--- config.mk ---
export PLATFORM = sky130hd
export DESIGN_NAME = led_frame_scanner
export DESIGN_NICKNAME = d
export VERILOG_FILES = /design/src/rtl/led_frame_scanner_pkg.sv /design/src/rtl/led_frame_scanner_xy.sv /design/src/rtl/led_frame_scanner.sv
export SDC_FILE = /design/constraint.sdc
export NUM_CORES = 1
export LEC_CHECK = 0
export ABC_AREA = 1
export BUFFER_PORTS_ARGS = -buffer_cell sky130_fd_sc_hd__buf_2
export CAP_MARGIN = 30
export CELL_PAD_IN_SITES_DETAIL_PLACEMENT = 1
export CELL_PAD_IN_SITES_GLOBAL_PLACEMENT = 1
export CORE_ASPECT_RATIO = 0.7
export CORE_MARGIN = 10
export CORE_UTILIZATION = 41
export CTS_CLUSTER_DIAMETER = 80
export DETAILED_ROUTE_END_ITERATION = 8
export GPL_TIMING_DRIVEN = 0
export HOLD_SLACK_MARGIN = 0.06
export PLACE_DENSITY_LB_ADDON = 0.1
export SYNTH_ARGS = -nofsm -noshare
export SYNTH_HDL_FRONTEND = slang
export SYNTH_SLANG_ARGS = --single-unit
--- constraint.sdc ---
create_clock -name CLK -period 5.7 [get_ports CLK]
set_clock_uncertainty 0.2 [all_clocks]
set_input_delay 0.57 -clock CLK [delete_from_list [all_inputs] [get_ports CLK]]
set_output_delay 0.57 -clock CLK [all_outputs]
set_load 0.03 [all_outputs]
--- src/rtl/led_frame_scanner_pkg.sv ---
// Shared LED matrix geometry, scanner states and the xy-to-index mapping
// used by both the frame printer and the frame scanner.
package led_frame_scanner_pkg;

  localparam int COLS  = 12;
  localparam int ROWS  = 8;
  localparam int NLEDS = COLS * ROWS;
  localparam int XW    = 4;
  localparam int YW    = 3;
  localparam int IW    = 7;
  localparam int CW    = 7;

  typedef enum logic [1:0] {
    IDLE,
    SCAN,
    EMIT,
    DONE
  } scan_state_e;

  function automatic logic [IW-1:0] led_index(
    input logic [XW-1:0] x,
    input logic [YW-1:0] y
  );
    return IW'(x) + IW'(COLS) * IW'(y);
  endfunction

endpackage

--- src/rtl/led_frame_scanner_xy.sv ---
// Linear LED index with matching column/row counters; columns wrap
// into the next row so no divide is needed to recover (x,y).
module led_xy_counter #(
  parameter int COLS = 12,
  parameter int ROWS = 8,
  parameter int XW   = 4,
  parameter int YW   = 3,
  parameter int IW   = 7
) (
  input  logic          clk,
  input  logic          rst,
  input  logic          clr,
  input  logic          adv,
  output logic [IW-1:0] idx,
  output logic [XW-1:0] x,
  output logic [YW-1:0] y,
  output logic          last
);

  logic [IW-1:0] idx_q, idx_d;
  logic [XW-1:0] x_q, x_d;
  logic [YW-1:0] y_q, y_d;

  always_comb begin
    idx_d = idx_q;
    x_d   = x_q;
    y_d   = y_q;
    if (clr) begin
      idx_d = '0;
      x_d   = '0;
      y_d   = '0;
    end else if (adv) begin
      idx_d = idx_q + IW'(1);
      if (x_q == XW'(COLS - 1)) begin
        x_d = '0;
        y_d = y_q + YW'(1);
      end else begin
        x_d = x_q + XW'(1);
      end
    end
  end

  always_ff @(posedge clk or posedge rst) begin
    if (rst) begin
      idx_q <= '0;
      x_q   <= '0;
      y_q   <= '0;
    end else begin
      idx_q <= idx_d;
      x_q   <= x_d;
      y_q   <= y_d;
    end
  end

  assign idx  = idx_q;
  assign x    = x_q;
  assign y    = y_q;
  assign last = (idx_q == IW'(COLS * ROWS - 1));

endmodule

--- src/rtl/led_frame_scanner.sv ---
// Walks a snapshot of the LED frame in index order and hands out the
// (x,y) of each lit LED over a valid/ready port, one run per start.
module led_frame_scanner
  import led_frame_scanner_pkg::*;
#(
  parameter int COLS = led_frame_scanner_pkg::COLS,
  parameter int ROWS = led_frame_scanner_pkg::ROWS,
  parameter int XW   = led_frame_scanner_pkg::XW,
  parameter int YW   = led_frame_scanner_pkg::YW
) (
  input  logic                 CLK,
  input  logic                 RST,
  input  logic                 start,
  input  logic [COLS*ROWS-1:0] frame,
  output logic [XW-1:0]        out_x,
  output logic [YW-1:0]        out_y,
  output logic                 out_valid,
  input  logic                 out_ready,
  output logic                 busy,
  output logic                 done,
  output logic [CW-1:0]        lit_count
);

  scan_state_e state_q, state_d;

  logic [COLS*ROWS-1:0] snap_q, snap_d;
  logic [XW-1:0]        ox_q, ox_d;
  logic [YW-1:0]        oy_q, oy_d;
  logic [CW-1:0]        cnt_q, cnt_d;
  logic [CW-1:0]        lit_q, lit_d;

  logic          clr, adv, last;
  logic [IW-1:0] idx;
  logic [XW-1:0] cx;
  logic [YW-1:0] cy;

  led_xy_counter #(
    .COLS(COLS),
    .ROWS(ROWS),
    .XW  (XW),
    .YW  (YW),
    .IW  (IW)
  ) u_xy (
    .clk (CLK),
    .rst (RST),
    .clr (clr),
    .adv (adv),
    .idx (idx),
    .x   (cx),
    .y   (cy),
    .last(last)
  );

  always_comb begin
    state_d = state_q;
    snap_d  = snap_q;
    ox_d    = ox_q;
    oy_d    = oy_q;
    cnt_d   = cnt_q;
    lit_d   = lit_q;
    clr     = 1'b0;
    adv     = 1'b0;
    unique case (state_q)
      IDLE: begin
        if (start) begin
          snap_d  = frame;
          cnt_d   = '0;
          clr     = 1'b1;
          state_d = SCAN;
        end
      end
      SCAN: begin
        if (snap_q[idx]) begin
          ox_d    = cx;
          oy_d    = cy;
          state_d = EMIT;
        end else if (last) begin
          lit_d   = cnt_q;
          state_d = DONE;
        end else begin
          adv = 1'b1;
        end
      end
      EMIT: begin
        if (out_ready) begin
          cnt_d = cnt_q + CW'(1);
          if (last) begin
            // publish alongside the done pulse
            lit_d   = cnt_q + CW'(1);
            state_d = DONE;
          end else begin
            adv     = 1'b1;
            state_d = SCAN;
          end
        end
      end
      DONE: begin
        state_d = IDLE;
      end
      default: begin
        state_d = IDLE;
      end
    endcase
  end

  always_ff @(posedge CLK or posedge RST) begin
    if (RST) begin
      state_q <= IDLE;
      snap_q  <= '0;
      ox_q    <= '0;
      oy_q    <= '0;
      cnt_q   <= '0;
      lit_q   <= '0;
    end else begin
      state_q <= state_d;
      snap_q  <= snap_d;
      ox_q    <= ox_d;
      oy_q    <= oy_d;
      cnt_q   <= cnt_d;
      lit_q   <= lit_d;
    end
  end

  assign out_x     = ox_q;
  assign out_y     = oy_q;
  assign out_valid = (state_q == EMIT);
  assign busy      = (state_q == SCAN) || (state_q == EMIT);
  assign done      = (state_q == DONE);
  assign lit_count = lit_q;

endmodule

* Word level (Yosys, flattened, before mapping) *
Index checks and enable logic that the tools add are counted.

operators by class
  $add $sub $neg = 4
  multipliers = 0
  divide/modulo/power cells = 0
  order comparisons = 1
  eq/ne operators = 11
  shift-type cells = 0
  muxes and demuxes = 30
  bitwise logic cells = 0
  reductions and logical operators = 12

operators by type and width
  kind                                                                           count
  7-bit two-way mux                                                              8
  7-bit case mux with 2 select lines                                             2
  7-bit by 1-bit adder with 7-bit output (second input constant)                 2
  4-bit two-way mux                                                              3
  2-bit two-way mux                                                              5
  3-bit two-way mux                                                              3
  7-bit by 8-bit less-than comparator with 1-bit output (second input constant)  1
  2-bit case mux with 4 select lines                                             1
  2-bit nonzero test                                                             4
  1-bit binary-select mux with 7-bit select                                      1
  7-bit == test (second input constant)                                          1
  1-bit two-way mux                                                              6
  2-bit != test (second input constant)                                          3
  2-bit AND reduction                                                            3
  3-bit AND reduction                                                            2
  5-bit AND reduction                                                            1
  4-bit by 1-bit adder with 4-bit output (second input constant)                 1
  2-bit == test (second input constant)                                          2
  4-bit == test (second input constant)                                          1
  2-bit by 1-bit != test with 1-bit output (second input constant)               2
  3-bit by 1-bit adder with 3-bit output (second input constant)                 1
  3-bit != test (second input constant)                                          1
  2-bit by 1-bit == test with 1-bit output (second input constant)               1
  2-bit zero test                                                                1
  other kinds (2)                                                                2

word-level totals
  bits in registers = 133
  bits in latches = 0
  memory bits (writable) = 0
  bits in read-only memories = 0
  input port bits = 100
  output and inout port bits = 17
  word-level logic and storage cells = 67
  memories = 0

* Depth between registers and ports, before layout *
  depth after elaboration = 6
  depth in mapped cells = 19
  gate-level depth less buffers = 17

* Modules after synthesis *
Synthesis repeated with hierarchy kept, for this count alone.

unflattened totals
  cell total of the unflattened synthesis = 868
  area, all modules = 6502.5 sq um

modules (own cells, without submodules)
  module             instances  cells each  area each (sq um)  seq. area each (sq um)
  led_frame_scanner  1          784         5781.8             2977.9
  led_xy_counter     1          84          720.7              350.3

* Least setup slack after synthesis *
OpenSTA, ideal clock, no wires.

  path type = register to register
  start point = register state_q[0]
  end point = register lit_q[2], in the netlist lit_count[2]
  library setup time = 117 ps
  arrival = 1893 ps
  data required time = 5383 ps
  slack = 3490 ps
  stages on the path, launching flop included = 12
  path buffers = 1
  period minus slack after synthesis = 2210 ps
  cell sequence = dfrtp_1 > inv_1 > ha_1 > inv_1 > or2_2 > o21ai_0 > nor2_1 > nand2_2 > buf_4 > nand2_1 > o21ai_1 > inv_1

on the way
  longest elaborated chain between the ends = 3
  elaborated cells on any way between the ends = 9
  classes of those cells = eq/ne: 6; mux: 1; reduce/logical: 2

ends and longest elaborated chain
  element                                                                                          line                      RTL
  start: declaration                                                                               led_frame_scanner.sv:24   scan_state_e state_q, state_d;
  start signal: assignment                                                                         led_frame_scanner.sv:115  state_q <= state_d;
  2-bit == test (*)                                                                                -
  via out_valid                                                                                    led_frame_scanner.sv:17   output logic out_valid,
  2-bit by 1-bit != test with 1-bit output (no line) / 2-bit nonzero test (equally long branches)  -
  5-bit AND reduction (no line)                                                                    -
  end signal: assignment                                                                           led_frame_scanner.sv:120  lit_q <= lit_d;
  end: declaration                                                                                 led_frame_scanner.sv:30   logic [CW-1:0] lit_q, lit_d;

Mark *: on every way through the listed nets, which the timed path passes. The rest lies on a longest branch.
A chain may end at the register's enable or synchronous reset.

* Worst setup path after layout *
  start point = register u_xy.idx_q[2], in the netlist u_xy.idx[2]
  end point = register lit_q[1], in the netlist lit_count[1]

on the way
  longest elaborated chain between the ends = 4
  elaborated cells on any way between the ends = 7
  classes of those cells = eq/ne: 4; mux: 2; reduce/logical: 1

ends and longest elaborated chain
  element                                    line                        RTL
  start: declaration                         led_frame_scanner_xy.sv:20  logic [IW-1:0] idx_q, idx_d;
  start signal: assignment                   led_frame_scanner_xy.sv:49  idx_q <= idx_d;
  1-bit binary-select mux with 7-bit select  led_frame_scanner.sv:73     if (snap_q[idx]) begin
  1-bit two-way mux (not written as such)    led_frame_scanner.sv:73
  2-bit != test (no line)                    -
  5-bit AND reduction (no line) (*)          -

Mark *: on every way between the ends. The rest lies on a longest branch, timed or not. The select of a mux whose other input is x is not followed.

==> flow_summary.ini <==
[status]
status = completed

[power_and_ir_drop]
power.leakage_nw = 4.21
vdd_drop_max_uv = 267
power.density_nw_per_um2 = 530

[floorplanning]
die_h_um = 126
start_util = 0.422
boundaryPins = 117
core_area_sq_um = 15600
dieArea_sq_um = 21600
die_x_um = 172
rows = 38

[global_routing]
antenna_found_initial = 0
grt_pass1_wl_um = 34700
met2_usage = 0.303
busiest_layer = met2
grt_usage = 0.202
grt_max_degree = 94
grt_pass1_vias = 6553
gr-total-overflow = 0
grt_use_met3 = 0.0424
gr-usage-met1 = 0.289

[yosys]
yosys_warnings = 0
yosys.area.top_type = dfrtp_1
synth.area.top_cells = dfrtp_1, nand2_1, nand3_1
syn_nets = 974
postSynthAreaPerCell_sq_um = 7.63
syn_area_sq_um = 6590
syn_inst = 864
yosysSeqAreaShare = 0.505
ys_types = 30
yosysTopAreaCellShare = 0.505
ys_seq_elements = 133

[critical_path]
cp_max_fo = 10
cp.arrival_ns = 3.07
start_kind = flop
critPathSlowestCell = dfrtp_1
crit_path_end_kind = flop
crit_top_cell = nand2_1
worst-setup-path-type = reg -> reg
cp_data_required_time_ns = 5.81
path_cells = buf_2, inv_1, nand2_1, a21oi_1, nor2_1, nand2_1, nand3_1, nand2_1, nand2_1, nand2_1, nand2_2, nand2_2, buf_4, nand2_1, o21ai_1, inv_1
cp_slowest_stage_delay_ns = 0.36

[route]
wl_per_cell_um = 17.6
vias = 6067
wl_um = 21400
ant_nets = 0
vias_per_cell = 5.00
drt_iter0_markers = 415
drcViolationCount = 0
drtPass1Iterations = 5

[timing]
layout_setup_ws_ns = 2.74
fmax_ghz = 0.338
worst_pin_slew_ns = 0.765
setup-tns-final_ns = 0
fin_crit_ns = 2.96
slew_headroom = 0.490
setup_viol = 0
fin_crit_sh = 0.519
hold_violations = 0
holdWs_ns = 0.138
rsz0062_at_grt = no
finalMaxSlewViolations = 0

[cells_and_area]
diodes = 0
area_delta_synth_final_pct = 21.7
stdcell_area_sq_um = 8020
fin_nets = 1111
final_cell_mix = nand2_1, dfrtp_1, buf_2
num-fill-cells = 1988
utilization = 0.513
layout_commonest_cell = nand2_1
drive_above_1_share = 0.179

[worst_hold_path]
hold_path_class = in -> reg

[placed_design]
place_ws_ns = 2.73
gp_congestion = 0.804
placed_area_sq_um = 7460
dp_hpwl_um = 15600
numPortBuffers = 116

[clocking]
cts_tree = yes
htree_levels = 4
clock-root-buffer = clkbuf_16
cts_buffers = 17
cts.sinks = 133
clk_path_buf_depth = 2
clk_latency_ns = 0.42
clk_pin_slew_ns = 0.06

[flow_run]
max-cap-violations = 0
[sequential cells by signal, indices dropped and copies added, names as in the netlist]
register / flops
u_xy.y: 3
lit_count: 7
out_x: 4
state_q: 2
snap_q: 96
u_xy.x: 4
out_y: 3
cnt_q: 7
u_xy.idx: 7
[path summary, 6_finish.rpt]
path | startpoint | to | slack [ns] | cells after the start
worst max-delay path | u_xy.idx[2] | lit_count[1] | 2.74 | 16
worst min-delay path | frame[15] | snap_q[15] | 0.14 | 3
worst max register to register | u_xy.idx[2] | lit_count[1] | 2.74 | 16
worst min register to register | snap_q[44] | snap_q[44] | 0.28 | 2
max in group asynchronous | RST | snap_q[85] | 4.00 | 4
min in group asynchronous | RST | out_y[1] | 0.50 | 3
[cell type report]
class / instances / area (sq um) / area share
clock buffers: 18 / 429 / 0.0535
multi-input cells: 612 / 2750 / 0.343
inverters: 76 / 293 / 0.0365
plain buffers: 43 / 226 / 0.0282
flip-flops and latches: 133 / 3330 / 0.415
well taps: 200 / 250 / 0.0312
clock inverters: 14 / 125 / 0.0156
repair buffers: 118 / 618 / 0.0771
[synthesized netlist by cell type]
cell and number:
a21boi_4 1, a21oi_1 9, buf_2 10, buf_4 4, buf_6 5, clkbuf_1 24, dfrtp_1 133, ha_1 10
inv_1 75, inv_4 1, mux2_2 1, mux2_4 2, nand2_1 362, nand2_2 5, nand3_1 70, nand3_2 1
nand3_4 1, nand4_1 3, nor2_1 48, nor3_1 2, o211ai_1 9, o21a_1 1, o21ai_0 61, o21ai_1 14
o21bai_1 2, o22ai_1 1, o31ai_1 1, or2_2 2, xnor2_1 1, xor2_1 5
[worst max-delay path, delay by kind of cell (launching register included)]
kind,cells,cell delay [ns]
AOI/OAI and AO/OA,2,0.35
buffers and inverters,4,0.81
DFF,1,0.36
and+or+nand+nor,10,1.14
[metrics by stage]
step / power, mW / std cells
3_3_place_gp: 3.12 / 1180
2_1_floorplan: 2.65 / 864
3_5_place_dp: 3.20 / 1181
5_1_grt: 4.59 / 1214
6_report: 4.25 / 1214
4_1_cts: 4.28 / 1214
[cells by family (layout without fill, tap and decap cells)]
family	Yosys count	in the layout	share of synthesized area
fa+ha+maj	10	10	0.0190
compound gates	99	99	0.0824
simple gates	494	494	0.302
mux	3	3	0.00626
flops	133	133	0.505
xor+xnor	6	6	0.00797
buf+inv	119	269	0.0780
[report_power, final]
part           switching (mW)  total (mW)  internal, mW
clock                   0.444        1.05         0.603
combinational            1.13        1.68         0.549
sequential              0.206        1.53          1.32
[repair_timing]
action / in CTS / in global routing
gates resized for setup: 0 / 0
buffers inserted: 0 / 0
hold buffers: 1 / 0
hold endpoints to repair: 40 / 0
[layer usage]
metal  routed length (um)  vias up
met4                  167        0
met3                 1220       15
li1                     -     2979
met2                 9280      151
met1                10700     2922
met5                    0        -
(Power assumes the default switching activity.)
